### config.mk
export PLATFORM = sky130hd
export DESIGN_NAME = pipe_ctrl_unit
export DESIGN_NICKNAME = d
export VERILOG_FILES = /design/src/rtl/pipe_ctrl_unit_pkg.sv /design/src/rtl/pipe_ctrl_unit_br_prio_enc.sv /design/src/rtl/pipe_ctrl_unit.sv
export SDC_FILE = /design/constraint.sdc
export NUM_CORES = 1
export LEC_CHECK = 0
export ABC_AREA = 1
export CAP_MARGIN = 40
export CELL_PAD_IN_SITES_DETAIL_PLACEMENT = 1
export CELL_PAD_IN_SITES_GLOBAL_PLACEMENT = 1
export CORE_MARGIN = 2
export CORE_UTILIZATION = 27
export CTS_CLUSTER_SIZE = 24
export DETAILED_ROUTE_END_ITERATION = 10
export PLACE_DENSITY = 0.71
export SETUP_SLACK_MARGIN = 0.15
export SKIP_CTS_REPAIR_TIMING = 1
export SYNTH_ARGS = -nofsm -noshare
export SYNTH_HDL_FRONTEND = slang
export SYNTH_SLANG_ARGS = --single-unit
### constraint.sdc
create_clock -name clk -period 2.7 [get_ports clk]
set_input_delay 0.405 -clock clk [delete_from_list [all_inputs] [get_ports clk]]
set_output_delay 0.405 -clock clk [all_outputs]
set_load 0.005 [all_outputs]
### src/rtl/pipe_ctrl_unit_pkg.sv
`default_nettype none
// ============================================================================
// Package     : Processor_Pkg
// Description : Shared types and constants for the pipeline control unit.
// Revision    : 1.0 - initial release
// ============================================================================
package Processor_Pkg;

    typedef struct packed {
        logic stall;
        logic flush;
    } stage_ctrl_t;

    typedef enum logic [1:0] {
        ST_RUN       = 2'b00,
        ST_FLUSH     = 2'b01,
        ST_WAIT_INST = 2'b10
    } ctrl_state_t;

    localparam logic [2:0] PCSRC_SEQ = 3'b000;
    localparam logic [2:0] PCSRC_BR  = 3'b001;
    localparam logic [2:0] PCSRC_EXC = 3'b010;

    localparam int STG_IF    = 0;
    localparam int STG_IF_ID = 1;
    localparam int STG_ID_RN = 2;
    localparam int STG_RN_IS = 3;
    localparam int STG_IS    = 4;
    localparam int STG_EX0   = 5;

    // Wide enough for the largest legal flush hold (15 cycles).
    localparam int HOLD_W = 4;

endpackage : Processor_Pkg
`default_nettype wire

### src/rtl/pipe_ctrl_unit_br_prio_enc.sv
`default_nettype none
// ============================================================================
// Module      : br_prio_enc
// Description : Priority encoder selecting the oldest (lowest) branch channel.
// Revision    : 1.0 - initial release
// ============================================================================
module br_prio_enc #(
    parameter int NUM_BR = 2
) (
    input  logic [NUM_BR-1:0]         i_req,
    output logic                      o_valid,
    output logic [$clog2(NUM_BR):0]   o_idx
);
    localparam int IDX_W = $clog2(NUM_BR) + 1;

    assign o_valid = |i_req;

    // Scanning downward lets the lowest set index overwrite younger ones.
    always_comb begin
        o_idx = '0;
        for (int i = NUM_BR - 1; i >= 0; i--) begin
            if (i_req[i]) begin
                o_idx = IDX_W'(i);
            end
        end
    end

endmodule : br_prio_enc
`default_nettype wire

### src/rtl/pipe_ctrl_unit.sv
`default_nettype none
// ============================================================================
// Module      : pipe_ctrl_unit
// Description : Pipeline stall/flush sequencer with redirect selection and
//               performance counters.
// Revision    : 1.0 - initial release
// ============================================================================
module pipe_ctrl_unit
    import Processor_Pkg::*;
#(
    parameter int NUM_STAGES   = 6,
    parameter int NUM_BR       = 2,
    parameter int FLUSH_CYCLES = 2,
    parameter int CNT_W        = 16
) (
    input  logic                          clk,
    input  logic                          rst,
    input  logic                          rob_full,
    input  logic                          rename_fail,
    input  logic                          inst_ready,
    input  logic [NUM_BR-1:0]             br_occur,
    input  logic                          exc_occur,
    input  logic                          commit,
    output logic                          inst_req,
    output logic [2:0]                    pcsrc_sel,
    output logic [$clog2(NUM_BR):0]       br_sel,
    output stage_ctrl_t [NUM_STAGES-1:0]  stage_ctrl,
    output logic                          branch_flush,
    output logic [1:0]                    ctrl_state,
    output logic [CNT_W-1:0]              stall_cnt,
    output logic [CNT_W-1:0]              flush_cnt
);
    localparam int                BSW        = $clog2(NUM_BR) + 1;
    localparam logic [HOLD_W-1:0] HOLD_INIT  = HOLD_W'(FLUSH_CYCLES - 1);
    // A single-cycle hold is fully covered by the event cycle itself.
    localparam ctrl_state_t       LOAD_STATE = (FLUSH_CYCLES == 1) ? ST_WAIT_INST : ST_FLUSH;

    ctrl_state_t         r_state;
    logic [HOLD_W-1:0]   r_hold;
    logic [CNT_W-1:0]    r_stall_cnt;
    logic [CNT_W-1:0]    r_flush_cnt;

    logic                w_hazard;
    logic                w_exc;
    logic                w_br_any;
    logic                w_event;
    logic                w_accept;
    logic [BSW-1:0]      w_br_idx;
    logic [NUM_STAGES-1:0] w_stall;
    logic [NUM_STAGES-1:0] w_flush;

    br_prio_enc #(
        .NUM_BR (NUM_BR)
    ) u_br_prio_enc (
        .i_req   (br_occur),
        .o_valid (w_br_any),
        .o_idx   (w_br_idx)
    );

    assign w_hazard = rob_full | rename_fail;
    assign w_exc    = exc_occur & commit;
    assign w_event  = w_exc | w_br_any;
    // Branches seen during a flush are on the wrong path and never count.
    assign w_accept = !rst && ((r_state == ST_FLUSH) ? w_exc : w_event);

    always_comb begin
        inst_req     = 1'b0;
        pcsrc_sel    = PCSRC_SEQ;
        br_sel       = '0;
        branch_flush = 1'b0;
        w_stall      = '0;
        w_flush      = '0;
        if (rst) begin
            w_flush = '1;
        end else begin
            case (r_state)
                ST_FLUSH: begin
                    w_flush      = '1;
                    branch_flush = 1'b1;
                    if (w_exc) begin
                        pcsrc_sel = PCSRC_EXC;
                    end
                end
                ST_WAIT_INST: begin
                    inst_req         = 1'b1;
                    w_stall[STG_IF]  = !inst_ready;
                end
                default: begin
                    inst_req            = !w_hazard;
                    w_stall[STG_IF]     = w_hazard | !inst_ready;
                    w_stall[STG_IF_ID]  = w_hazard;
                    w_stall[STG_ID_RN]  = w_hazard;
                    w_stall[STG_RN_IS]  = rob_full;
                    w_stall[STG_IS]     = rob_full;
                    w_flush[STG_RN_IS]  = rename_fail & !rob_full;
                end
            endcase
            if (r_state != ST_FLUSH && w_event) begin
                w_flush      = '1;
                branch_flush = 1'b1;
                if (w_exc) begin
                    pcsrc_sel = PCSRC_EXC;
                end else begin
                    pcsrc_sel = PCSRC_BR;
                    br_sel    = w_br_idx;
                end
            end
        end
    end

    for (genvar g = 0; g < NUM_STAGES; g++) begin : g_stage
        assign stage_ctrl[g].flush = w_flush[g];
        assign stage_ctrl[g].stall = w_stall[g] & ~w_flush[g];
    end

    always_ff @(posedge clk) begin
        if (rst) begin
            r_state     <= ST_RUN;
            r_hold      <= '0;
            r_stall_cnt <= '0;
            r_flush_cnt <= '0;
        end else begin
            if (r_state == ST_RUN && w_hazard && r_stall_cnt != '1) begin
                r_stall_cnt <= r_stall_cnt + CNT_W'(1);
            end
            if (w_accept && r_flush_cnt != '1) begin
                r_flush_cnt <= r_flush_cnt + CNT_W'(1);
            end
            if (r_state == ST_FLUSH) begin
                if (w_exc) begin
                    r_state <= LOAD_STATE;
                    r_hold  <= HOLD_INIT;
                end else if (r_hold <= HOLD_W'(1)) begin
                    r_state <= ST_WAIT_INST;
                    r_hold  <= '0;
                end else begin
                    r_hold  <= r_hold - HOLD_W'(1);
                end
            end else if (w_event) begin
                r_state <= LOAD_STATE;
                r_hold  <= HOLD_INIT;
            end else if (r_state == ST_WAIT_INST) begin
                if (inst_ready) begin
                    r_state <= ST_RUN;
                end
            end else begin
                r_state <= ST_RUN;
            end
        end
    end

    assign ctrl_state = r_state;
    assign stall_cnt  = r_stall_cnt;
    assign flush_cnt  = r_flush_cnt;

endmodule : pipe_ctrl_unit
`default_nettype wire

Yosys cells after proc, flatten, opt, wreduce, memory -nomap -nowiden
Index checks and enable logic that the tools add are counted.
{"block": "classes", "n_addsub": 3, "magnitude_cmp": 1, "n_eq_ne": 7, "n_mux": 34, "n_bitwise": 15, "n_reduce_logical": 14}
{"op": "adder 16 x 1 -> 16 bit (second input constant)", "count": 2}
{"op": "inequality test 16 bit (second input constant)", "count": 2}
{"op": "2-to-1 mux 2 bit", "count": 13}
{"op": "2-to-1 mux 4 bit", "count": 5}
{"op": "2-to-1 mux 6 bit", "count": 2}
{"op": "2-to-1 mux 3 bit", "count": 3}
{"op": "AND 1 bit", "count": 7}
{"op": "2-to-1 mux 1 bit", "count": 7}
{"op": "case mux 1 bit (2 select lines)", "count": 3}
{"op": "logical AND 1 bit", "count": 5}
{"op": "2-to-1 mux 5 bit", "count": 1}
{"op": "NOT 1 bit", "count": 5}
{"op": "less-or-equal comparator 4 x 1 -> 1 bit (second input constant)", "count": 1}
{"op": "zero test 1 bit", "count": 4}
{"op": "inequality test 4 bit (second input constant)", "count": 1}
{"op": "OR reduction 2 bit", "count": 2}
{"op": "subtractor 4 x 1 -> 4 bit (second input constant)", "count": 1}
{"op": "inequality test 3 x 2 -> 1 bit (second input constant)", "count": 1}
{"op": "OR 1 bit", "count": 3}
{"op": "== test 2 x 1 -> 1 bit (second input constant)", "count": 1}
{"op": "== test 2 bit (second input constant)", "count": 1}
{"op": "zero test 2 bit", "count": 1}
{"op": "inequality test 2 x 1 -> 1 bit (second input constant)", "count": 1}
{"op": "AND reduction 2 bit", "count": 1}
{"op": "nonzero test 2 bit", "count": 1}
{"block": "word_totals", "ff_bits": 38, "input_bits": 9, "out_inout_bits": 53, "word_cells": 78}

Longest topological paths before layout
{"block": "logic_depth", "word_depth": 7, "mapped_depth": 11, "ltp_nobuf": 10}

Hierarchy
A second synthesis with hierarchy kept.
{"block": "hier_totals", "hier_cells": 388, "area_unflattened_um2": 2504.9}
{"module": "pipe_ctrl_unit", "instances": 1, "cells_each": 382, "area_each_um2": 2478.6, "seq_area_each_um2": 760.7}
{"module": "br_prio_enc", "instances": 1, "cells_each": 6, "area_each_um2": 26.3, "seq_area_each_um2": 0.0}

Worst setup path before layout
OpenSTA, ideal clock, no wires.
{"block": "synth_path", "path_type": "input to output", "from": "input port exc_occur", "to": "output port stage_ctrl[5] in the netlist's numbering", "arrival_ns": 1.376, "required_ns": 2.295, "setup_slack_ns": 0.919, "cell_stages": 6, "path_buffers": 1, "path_cell_list": "nand2_1 nand3_1 nor2_1 nand2_1 nor3_1 buf_4"}
{"element": "start, declared", "line_no": "pipe_ctrl_unit.sv:22", "rtl": "input logic exc_occur,"}
{"element": "end, declared", "line_no": "pipe_ctrl_unit.sv:27", "rtl": "output stage_ctrl_t [NUM_STAGES-1:0] stage_ctrl,"}

==> impl_metrics.tcl <==
set metrics [dict create \
    drc 0 \
    worst_r2r_path_depth 7 \
    ant_nets 0 \
    dr.pass1.iters 4 \
    gp_congestion 0.864 \
    io_buffer_count 58 \
    crit_fanout 5 \
    nets 443 \
    grt_pass1_vias 2527 \
    diodes 0 \
    drive_gt1_frac 0.0773 \
    finalCriticalPeriod_ns 2.43 \
    hp-class "flop to flop" \
    grt_usage 0.148 \
    grt.overflow.total 0 \
    postPlaceCellArea_um2 3020 \
    clock.fmax_mhz 411 \
    yosysSeqAreaShare 0.320 \
    fp.dieH_um 97.8 \
    finalMaxSlewViolations 0 \
    synthCells 371 \
    async_flop_share 0 \
    crit_path_top_delay_cell "clkdlybuf4s50_1" \
    cts-buffers-inserted 5 \
    power.density_nw_per_um2 427 \
    area_growth_pct 33.2 \
    dpl_worst_slack_ns 0.137 \
    synth_enable_flop_cells 0 \
    end_kind "output port" \
    start_util 0.275 \
    synth_area_leader_cell "dfxtp_1" \
    grt_setup_unrepaired "no" \
    dieWidth_um 97.8 \
    leakage_nw 1.19 \
    core-area_um2 8640 \
    synth_top_area_share 0.320 \
    start_kind "primary input" \
    fillers 1127 \
    antenna_found_initial 0 \
    finalWirelength_um 7010 \
    utilization 0.367 \
    path_clk_slew_ns 0.08 \
    synth.most_common_cell "nand2_1" \
    worstPathCellList "clkdlybuf4s50_1 > nand2_2 > nand3_2 > nor2_1 > nand2_2 > nor3_2 > clkdlybuf4s50_1" \
    timing.final.hold_violations 0 \
    vias 2495 \
    num_io_pins 62 \
    vdd_drop_max_uv 194 \
    synthTopCellsByCount "120 x nand2_1, 53 x nor2_1, 38 x dfxtp_1" \
    critPathArrivalTime_ns 2.03 \
    die-area_um2 9570 \
    ys.flop_type "dfxtp_1" \
    core.rowCount 34 \
    status "completed" \
    drt_iter0_drc 51 \
    finalSetupViolations 0 \
    yosysWarnings 0 \
    clock_sinks 38 \
    viasPerCell 4.66 \
    clk-insertion-delay-late_ns 0.30 \
    cp.required_ns 2.30 \
    synth_area_per_cell_um2 6.40 \
    ys_seq_elements 38 \
    syn_area_um2 2380 \
    grt_max_degree 25 \
    htreeDepth 2 \
    ys_top_cells_by_area "dfxtp_1 32%, nand2_1 19%, nor2_1 8.4%" \
    cts_tree "done" \
    worst_slack_ns 0.265 \
    wl_per_cell_um 13.1 \
    hold_depth 2 \
    clock-skew-final_ns 0.00982 \
    grt_pass1_wl_um 11900 \
    cpPeakStageDelay_ns 0.53 \
    ff_latch_area_um2 762 \
    critical_path_class "primary input to output port" \
    cts_root_buffer "clkbuf_8" \
    fin_crit_sh 0.902 \
    fin_tns_setup_ns 0 \
    ys_types 33 \
    hpwl_um 5290 \
    multi_input_area_um2 1400 \
    cap_violations 0 \
    fin_area_um2 3170 \
    cts_max_path_buffers 2 \
]
## cell usage in the layout (no fill, tap or decap), drive strengths merged, types with 2 or more instances in the layout
cell type / n
o21ai: 13
nor3b: 2
clkinv: 2
nand2: 122
clkbuf: 6
nand3: 18
clkdlybuf4s50: 57
a21oi: 27
nor3: 7
inv: 35
conb: 3
nor2: 58
buf: 5
nand4: 7
ha: 7
dfxtp: 38
xor2: 7
xnor2: 6
## critical path, delay by kind of cell
| kind | cells | cell delay [ns] |
|---|---|---|
| buf+inv | 2 | 0.95 |
| simple gates | 5 | 0.67 |
## registers in the layout, indices dropped and copies added (netlist names)
name        flops
r_hold          4
stall_cnt      16
flush_cnt      16
ctrl_state      2
## per-layer routing
| metal | global-route usage | part of all wire | routed length, µm |
|---|---|---|---|
| met5 | 0 | 0 | 0 |
| met1 | 0.184 | 0.46 | 3230 |
| met4 | 0.0342 | 0.010 | 71 |
| met2 | 0.267 | 0.50 | 3520 |
| met3 | 0.0279 | 0.026 | 182 |
## cells by family (layout without fill, tap and decap cells)
family	Yosys count	in the layout	synth area share
and+or+nand+nor	216	216	0.383
buffers and inverters	53	107	0.107
xor gates and xnor gates	13	13	0.0479
other	1	3	0.00158
DFF	38	38	0.320
AOI/OAI and AO/OA	43	43	0.104
adders and majority gates	7	7	0.0369
## path summary, 6_finish.rpt
| kind | startpoint | to | slack, ns |
|---|---|---|---|
| max | commit | stage_ctrl[5] | 0.27 |
| min | ctrl_state[0]$_SDFFE_PP0P_ | ctrl_state[0]$_SDFFE_PP0P_ | 0.50 |
| max reg2reg | flush_cnt[0]$_SDFFE_PP0P_ | flush_cnt[14]$_SDFFE_PP0P_ | 0.90 |
| min reg2reg | ctrl_state[0]$_SDFFE_PP0P_ | ctrl_state[0]$_SDFFE_PP0P_ | 0.50 |
## report_power, final
part / switching (mW) / leakage (nW) / internal, mW
registers: 0.0194 / 0.308 / 0.578
clock network: 0.212 / 0.0573 / 0.296
logic: 0.138 / 0.824 / 0.108
total: 0.370 / 1.19 / 0.981
## final cells by class
cell class,instances,area share
multi-input combinational,282,0.441
sequential,38,0.241
timing repair buffer,63,0.196
inverter,37,0.0439
tap,108,0.0427
clock buffer,6,0.0261
clock inverter,1,0.00949
## through the flow
step	hold slack (ns)	total power, mW	instances
2_1_floorplan	0.490	0.752	373
3_3_place_gp	0.504	0.845	528
3_5_place_dp	0.515	0.851	528
4_1_cts	0.530	1.36	535
5_1_grt	0.546	1.43	535
6_report	0.505	1.35	535
No activity file was read; power rests on OpenSTA's default activity.
